[config.mk]
export PLATFORM = sky130hd
export DESIGN_NAME = booth_seq_mult_io
export DESIGN_NICKNAME = d
export VERILOG_FILES = /design/src/rtl/booth_pkg.sv /design/src/rtl/booth_step.sv /design/src/rtl/booth_seq_mult_io.sv
export SDC_FILE = /design/constraint.sdc
export NUM_CORES = 1
export LEC_CHECK = 0
export ABC_AREA = 1
export CELL_PAD_IN_SITES_DETAIL_PLACEMENT = 2
export CELL_PAD_IN_SITES_GLOBAL_PLACEMENT = 2
export CORE_ASPECT_RATIO = 0.6
export CORE_MARGIN = 3
export CORE_UTILIZATION = 34
export DETAILED_ROUTE_END_ITERATION = 8
export PLACE_DENSITY_LB_ADDON = 0.12
export SYNTH_ARGS = -nofsm -noshare
export SYNTH_HDL_FRONTEND = slang
export SYNTH_HIERARCHICAL = 1
export SYNTH_SLANG_ARGS = --single-unit
export TNS_END_PERCENT = 5
[constraint.sdc]
create_clock -name clk -period 3.1 [get_ports clk]
set_input_delay 0.31 -clock clk [delete_from_list [all_inputs] [get_ports clk]]
set_output_delay 0.31 -clock clk [all_outputs]
set_load 0.02 [all_outputs]
[src/rtl/booth_pkg.sv]
// booth_pkg: shared state encoding, widths and pin bit indices for the Booth multiplier tile
package booth_pkg;
   typedef enum logic [1:0] {IDLE, CALC, DONE} state_t;
   localparam int W = 8;
   localparam logic [7:0] UIO_OE = 8'hF0;
   localparam int LOAD_A_BIT = 0;
   localparam int START_BIT = 1;
   localparam int SEL_BIT = 2;
   localparam int BUSY_BIT = 4;
   localparam int DONE_BIT = 5;
   localparam int SIGN_BIT = 6;
endpackage

[src/rtl/booth_step.sv]
// booth_step: one radix-2 Booth iteration (add/subtract A, then arithmetic shift right)
module booth_step #(
   parameter int W = 8
) (
   input  logic [W:0]   acc,
   input  logic [W-1:0] q,
   input  logic         q_m1,
   input  logic [W-1:0] a,
   output logic [W:0]   acc_n,
   output logic [W-1:0] q_n,
   output logic         q_m1_n
);
   logic [W:0] ax;
   logic [W:0] sum;
   assign ax = {a[W-1], a};
   always_comb begin
      sum = ({q[0], q_m1} == 2'b01) ? acc + ax : ({q[0], q_m1} == 2'b10) ? acc - ax : acc;
      acc_n = {sum[W], sum[W:1]};
      q_n = {sum[0], q[W-1:1]};
      q_m1_n = q[0];
   end
endmodule

[src/rtl/booth_seq_mult_io.sv]
// booth_seq_mult_io: pin-level wrapper around a sequential radix-2 Booth multiplier
// Operands load from ui_in on strobe edges; the product is read byte-wise on uo_out.
module booth_seq_mult_io
   import booth_pkg::*;
#(
   parameter int W = 8,
   parameter int CNT_W = 3
) (
   input  logic       clk,
   input  logic       rst_n,
   input  logic       ena,
   input  logic [7:0] ui_in,
   input  logic [7:0] uio_in,
   output logic [7:0] uo_out,
   output logic [7:0] uio_out,
   output logic [7:0] uio_oe
);
   state_t state, state_n;
   logic [W-1:0] a, q, q_s;
   logic [W:0] acc, acc_s;
   logic q_m1, q_m1_s;
   logic [CNT_W-1:0] cnt;
   logic [2*W-1:0] result;
   logic la_q, st_q, la_edge, st_edge, last;
   logic unused_ok;

   assign la_edge = uio_in[LOAD_A_BIT] & ~la_q;
   assign st_edge = uio_in[START_BIT] & ~st_q;
   assign last = cnt == CNT_W'(W - 1);
   assign unused_ok = &{1'b0, uio_in[7:3]};

   booth_step #(.W(W)) u_step (
      .acc(acc), .q(q), .q_m1(q_m1), .a(a),
      .acc_n(acc_s), .q_n(q_s), .q_m1_n(q_m1_s)
   );

   always_comb state_n = (state == CALC) ? (last ? DONE : CALC) : (st_edge ? CALC : state);

   always_ff @(posedge clk or negedge rst_n)
      if (!rst_n) state <= IDLE;
      else if (ena) state <= state_n;

   always_ff @(posedge clk or negedge rst_n) begin
      if (!rst_n) begin
         a <= '0;
         q <= '0;
         acc <= '0;
         q_m1 <= 1'b0;
         cnt <= '0;
         result <= '0;
         la_q <= 1'b0;
         st_q <= 1'b0;
      end else if (ena) begin
         la_q <= uio_in[LOAD_A_BIT];
         st_q <= uio_in[START_BIT];
         if (state == CALC) begin
            acc <= acc_s;
            q <= q_s;
            q_m1 <= q_m1_s;
            cnt <= cnt + 1'b1;
            if (last) result <= {acc_s[W-1:0], q_s};
         end else begin
            // a simultaneous load_a and start squares the byte on ui_in
            if (la_edge) a <= ui_in;
            if (st_edge) begin
               acc <= '0;
               q <= ui_in;
               q_m1 <= 1'b0;
               cnt <= '0;
            end
         end
      end
   end

   assign uo_out = uio_in[SEL_BIT] ? result[2*W-1:W] : result[W-1:0];
   assign uio_oe = UIO_OE;

   always_comb begin
      uio_out = '0;
      uio_out[BUSY_BIT] = state == CALC;
      uio_out[DONE_BIT] = state == DONE;
      uio_out[SIGN_BIT] = result[2*W-1];
   end
endmodule

==> summary.md, run 1 <==
| Metric | Value |
|---|---|
| RePlAce Congestion | 0.7439 |
| Hold/Removal Path Class | input port to asynchronous set/reset pin |
| Async SR Flop Fraction | 100.0% |
| Ant diodes | 0 |
| Layout Cells excl Fill | 599 |
| Core area | just over 9000 sq um |
| CTS Buffer Depth | 2 |
| Flop-to-flop setup slack | roughly 0.94 ns |
| Max Cap Violations | 0 |
| Initial Util | between 30% and 40% |
| Post-Syn Area | 3336 sq um |
| Post-CTS Setup Bufs | 0 |
| NumNets Final | 507 |
| Antenna-violating nets left | 0 |
| Final setup TNS | 0 ns |
| Grt met3 use | 3.208% |
| Pwr per Cell Area | 1006 nW/um^2 |
| Largest net degree at the start of global routing | 33 |
| Max Fclk | 435.4 MHz |
| Leakage power total | 2.006 nW |
| Synth Flop Type | dfrtp_1 |
| # fillers | 1128 |
| Cell count after placement | just under 600 |
| Worst Tran Pin Value | 0.7585 ns |
| TritonCTS clock tree | done |
| Grt met2 use | 31.97% |
| Critical Path Fanout Max | 19 |
| Syn. warnings | 6 |
| Placed wire-length estimate | ~8.0 mm |
| # setup viols final | 0 |
| Most frequent cells in the layout | nand2_1 (178), nand3_1 (69), dfrtp_1 (49) |
| IO buf count | 24 |
| Gr ovfl total | 0 |
| First-pass GRT wire length | 16.84 mm |
| CTS resizes | 0 |
| Vias in the first global route | ~3300 |
| Std cell rows | 27 |
| Reg2reg end | acc[8] |
| Clock Sinks | 49 |
| Final Hold Viols | 0 |
| Sequential Power Share | 28.5% |
| Clock-pin slew on the worst setup and hold paths | 0.07 ns |
| Status | completed |
| Gate power share | 57.2% |
| Routed len/inst | 16.99 um |
| Vias | 3007 |
| Initial antenna violation count | 0 |
| CP Capture Type | output port |
| Clk_skew | 0.005249 ns |
| Critical Path RT | 2.79 ns |
| Share of cells above drive strength 1 | about 8.3% |
| Vias per cell | 5.020 |
| Area grow syn2layout | 11.18% |
| Final max-slew violation count | 0 |
| Tcrit/Tclk final | 74.10% |
| Met1 Use GR | 27.57% |
| CTS Buf Count | 5 |
| #FFs+latches synth | between 40 and 50 |
| Die Height | between 80 and 90 um |
| GRT busiest layer | met2 |
| Pre-antenna DRT Iters | 4 |
| Register area share after synthesis | between 30% and 40% |
| Peak supply drop | 0.3277 mV |
| Die Span X | between 100 and 150 um |
| RR Startpoint | acc[0] |
| Post-synth EDFFs | 0 |
| Final min period | 2.297 ns |
| H-Tree Depth | 2 |
| Cell variety after synth | 31 |
| Net Sw Frac | 49.51% |
| Synth Area per Inst | 7.299 sq um |
| Die Area | 11070 sq um |
| Slew HR | 49.43% |
| Clock power share | 14.3% |
| R2r worst-path depth | 14 |
| CTS Hold Bufs | 0 |
| Worst EP arrival | 1.99 ns |
| Num ports | 43 |
| Initial drt markers | 168 |
| Internal Power | 1.883 mW |
| CP Class | flip-flop to output port |
| Most common cell after layout, fill and taps aside | nand2_1 |
| CP startpoint kind | flip-flop |
| Root buffer selected by CTS | clkbuf_16 |
| RSZ-0062 raised after global routing | false |
| Psw | 1.846 mW |
| Residual DRC | 0 |
| Post-Route WL | between 10 and 15 mm |
| All-layer global routing usage | 19.34% |
| Gate Count Post-Synth | 457 |
| Clk Latency, worst-skew pair | between 0.2 and 0.3 ns |
## cells by family (layout without fill, tap and decap cells)
family | count (synthesis) | in the layout | synth area share (%)
buffers and inverters | 78 | 79 | 12.23
adders and majority gates | 20 | 20 | 7.952
muxes | 8 | 8 | 2.701
and+or+nand+nor | 280 | 280 | 36.31
other | 2 | 13 | 0.2251
DFF | 49 | 49 | 36.76
AOI/OAI and AO/OA | 17 | 17 | 3.038
xor gates and xnor gates | 3 | 3 | 0.7878
## metal layers
layer / up-vias / wire length (um) / part of all wire [%]
li1: 1441 / - / -
met1: 1531 / 5283 / 52
met2: 33 / 4584 / 45
met3: 2 / 290 / 2.8
met4: 0 / 19 / 0.19
met5: - / 0 / 0
## cell usage after synthesis, types with 6 or more instances
| master | count | area [sq um] |
|---|---|---|
| buf_4 | 25 | 187.7 |
| a21oi_1 | 7 | 35.03 |
| nand2_1 | 178 | 668.1 |
| inv_1 | 31 | 116.4 |
| mux2_2 | 8 | 90.09 |
| buf_2 | 11 | 55.05 |
| ha_1 | 18 | 225.2 |
| dfrtp_1 | 49 | 1226 |
| o21ai_0 | 6 | 30.03 |
| nor2_1 | 13 | 48.80 |
| inv_2 | 7 | 26.28 |
| nand3_1 | 69 | 345.3 |
| nand4_1 | 10 | 62.56 |
## state kept, by name, indices dropped and copies added (netlist names)
name,count
a,8
acc,9
cnt,3
la_q,1
q,8
q_m1,1
result,16
st_q,1
state,2
## cell type report
cell class | count | area (sq um) | share of cell area [%]
multi-input combinational | 341 | 1743 | 47.00
sequential | 49 | 1226 | 33.06
timing repair buffer | 31 | 287.8 | 7.760
tap | 130 | 162.7 | 4.386
inverter | 40 | 150.1 | 4.049
clock buffer | 6 | 128.9 | 3.475
clock inverter | 2 | 10.01 | 0.2699
## worst max path at each step
stage	from	to	slack (ns)	cells past startpoint
after CTS	state[1]	uio_out[4]	0.79	4
after global placement	uio_in[2]	uo_out[4]	0.81	3
after floorplan	acc[0]	acc[8]	1.22	15
final	state[1]	uio_out[4]	0.80	4
after detailed placement	uio_in[2]	uo_out[0]	0.79	3
after global routing	acc[0]	acc[7]	0.63	14
## critical path: stages, from the launching register on
cell and delay, ns:
dfrtp_1 0.36, inv_1 0.08, nand2_2 0.25, inv_2 0.34
clkdlybuf4s50_1 0.67
## through the flow
| step | setup WS (ns) | total power, mW | util (%) | hold WS [ns] | instance area (sq um) |
|---|---|---|---|---|---|
| 2_1_floorplan | 1.216 | 2.612 | - | 0.01441 | 3377 |
| 3_3_place_gp | 0.8147 | 3.105 | 38.15 | 0.4220 | 3570 |
| 3_5_place_dp | 0.7937 | 3.222 | 38.15 | 0.4260 | 3570 |
| 4_1_cts | 0.7919 | 3.789 | 39.63 | 0.1143 | 3709 |
| 5_1_grt | 0.6298 | 4.128 | 39.63 | 0.1420 | 3709 |
| 6_report | 0.8030 | 3.730 | 39.63 | 0.08742 | 3709 |
## power by group through the flow
stage	clock network, mW	registers, mW	logic [mW]
floorplan	0	1.00	1.61
CTS	0.554	1.07	2.17
finish	0.535	1.06	2.13
global route	0.577	1.10	2.45
detailed placement	0	1.08	2.15
global placement	0	1.06	2.04
Power figures use the tool's default switching activity.
==> run 2, diff against run 1 <==
- CORE_UTILIZATION: 34 -> 29
- clock period: 3.1 -> 2.1 ns (I/O delays scaled with it)
==> run 2 against run 1 <==
Net effect: utilization fell by 2.9 points; worst hold slack got worse by 0.064 ns; combinational power is 76% higher; sequential power rose by 43%; clock skew is 0.0017 ns lower; global-route usage fell by 1.4 points; sequential share of layout area shrank 2.4 points; count of clock-buffer cells in the layout stayed put; register-to-register slack worse by 0.77 ns; largest cell class unchanged; largest power group unchanged.
==> summary.md, run 2 (same netlist as run 1, synthesis figures left out) <==
| Metric | Value |
|---|---|
| Status | completed |
| Leakage power total | 2.149 nW (+7.2%) |
| Placed wire-length estimate | 8.588 mm (+7.4%) |
| Reg with most FFs | result |
| Max Cap Violations | 0 (unchanged) |
| Most common cell after layout, fill and taps aside | nand2_1 |
| Worst Tran Pin Value | 0.6625 ns (-0.09603 ns) |
| Pwr per Cell Area | 1523 nW/um^2 (+51%) |
| CTS Buf Count | 5 (unchanged) |
| Biggest regs | result (16), acc (9) |
| Worst setup margin | 0.1417 ns (-0.6613 ns) |
| H-Tree Depth | 2 (unchanged) |
| Worst EP arrival | 1.75 ns (-0.24 ns) |
| Std cell rows | 29 (+7.4%) |
| # fillers | 1261 (+12%) |
| Critical Path Fanout Max | 8 (-11) |
| Vias per cell | 4.801 (-4.4%) |
| Core area | 10890 sq um (+16%) |
| Residual DRC | 0 (unchanged) |
| Max Fclk | 510.7 MHz |
| Clock Sinks | 49 (unchanged) |
| Initial antenna violation count | 0 (unchanged) |
| Die Height | 89.08 um (+7.7%) |
| Largest net degree at the start of global routing | 50 (+52%) |
| R2r worst-path depth | 12 (-2) |
| First-pass GRT wire length | 17.79 mm (+5.7%) |
| Vias in the first global route | 3278 (+0.74%) |
| CP startpoint kind | input port |
| Share of cells above drive strength 1 | 15.63% (+7.3 points) |
| Critical Path RT | 1.89 ns (-0.90 ns) |
| Area grow syn2layout | 19.84% |
| TritonCTS clock tree | done |
| Reg2reg end | result[15] |
| Gr ovfl total | 0 (unchanged) |
| Hold slack | 0.02368 ns (-0.06374 ns) |
| Pre-antenna DRT Iters | 4 (unchanged) |
| Final min period | around 2 ns |
| # setup viols final | 0 (unchanged) |
| Peak supply drop | 0.4509 mV (+38%) |
| Antenna-violating nets left | 0 (unchanged) |
| Die Span X | 144.5 um (+7.9%) |
| CTS Hold Bufs | 0 (unchanged) |
| Tcrit/Tclk final | 93.25% |
| NumNets Final | 537 (+5.9%) |
| Post-CTS Setup Bufs | 0 (unchanged) |
| Clock-pin slew on the worst setup and hold paths | 0.07 ns (about the same) |
| Die Area | 12870 sq um (+16%) |
| Clk_skew | 0.003510 ns (-0.001739 ns) |
| Tot Pwr | 6.089 mW (+63%) |
| Post-Route WL | 11.02 mm (+8.3%) |
| Most frequent cells in the layout | nand2_1 (175), nand3_1 (66), dfrtp_1 (49) |
| Hold/Removal Path Class | input port to asynchronous set/reset pin |
| Final Hold Viols | 0 (unchanged) |
| Final max-slew violation count | 0 (unchanged) |
| CP Capture Type | output port |
| Initial Util | 30.64% (-5.0 points) |
| Ant diodes | 0 (unchanged) |
| Initial drt markers | 129 (-23%) |
| Setup slack at placement | 0.002341 ns (-0.7914 ns) |
| CTS Buffer Depth | 2 (unchanged) |
| All-layer global routing usage | 17.96% (-1.4 points) |
| Num ports | 43 (unchanged) |
| Vias | 3063 (+1.9%) |
| Final setup TNS | 0 ns (unchanged) |
| RePlAce Congestion | 0.7435 (about the same) |
| CP Class | input port to output port |
| Root buffer selected by CTS | clkbuf_16 |
| RR Startpoint | acc[0] |
| IO buf count | 24 (unchanged) |
| RSZ-0062 raised after global routing | false |
| Max reg flops | 16 (unchanged) |
| Slew HR | 55.83% (+6.4 points) |
| Flop-to-flop setup slack | 0.17 ns (-0.77 ns) |
| Routed len/inst | 17.28 um (+1.7%) |
| Clk Latency, worst-skew pair | 0.29 ns (about the same) |
run 2: worst max path at each step:
stage / from / to
3_5_place_dp: acc[0] / result[15]
6_report: uio_in[2] / uo_out[5]
2_1_floorplan: acc[0] / acc[8]
3_3_place_gp: acc[0] / acc[8]
5_1_grt: acc[0] / acc[1]
4_1_cts: acc[0] / result[15]
run 2: where the power goes:
group,total [mW],leakage [nW],internal (mW),switching [mW]
combinational,3.75,1.45,1.47,2.28
clock,0.816,0.0631,0.443,0.373
sequential,1.52,0.638,1.27,0.248
run 2: timing repair:
| item | CTS | global route |
|---|---|---|
| gates resized for setup | 2 | 8 |
| setup endpoints to repair | 3 | 10 |
| pin swaps | 0 | 1 |
run 2: layer usage:
metal  share of wire, %  routed length [um]  track usage, %
met1                 54                5944           27.04
met5                  0                   0               0
met4               0.55                  61           2.794
met2                 43                4702           27.47
met3                2.9                 315           3.153
run 2: stage by stage:
stage / utilization [%] / std cells / area (sq um)
after detailed placement: 34.97 / 630 / 3806
after global placement: 34.97 / 630 / 3806
after global routing: 36.72 / 638 / 3998
after floorplan: - / 468 / 3377
final: 36.72 / 638 / 3998
after CTS: 36.38 / 638 / 3960
run 2: worst max-delay path, cell delays in order:
cell	delay [ns]
clkdlybuf4s50_1	0.45
buf_4	0.18
mux2_2	0.36
clkdlybuf4s50_1	0.54
run 2: cell type report:
type	count	area, sq um	area share, %
tap	139	173.9	4.351
sequential	49	1226	30.67
inverter	40	150.1	3.756
multi-input combinational	341	1790	44.79
clock buffer	6	128.9	3.224
clock inverter	2	15.01	0.3756
timing repair buffer	61	513.0	12.83
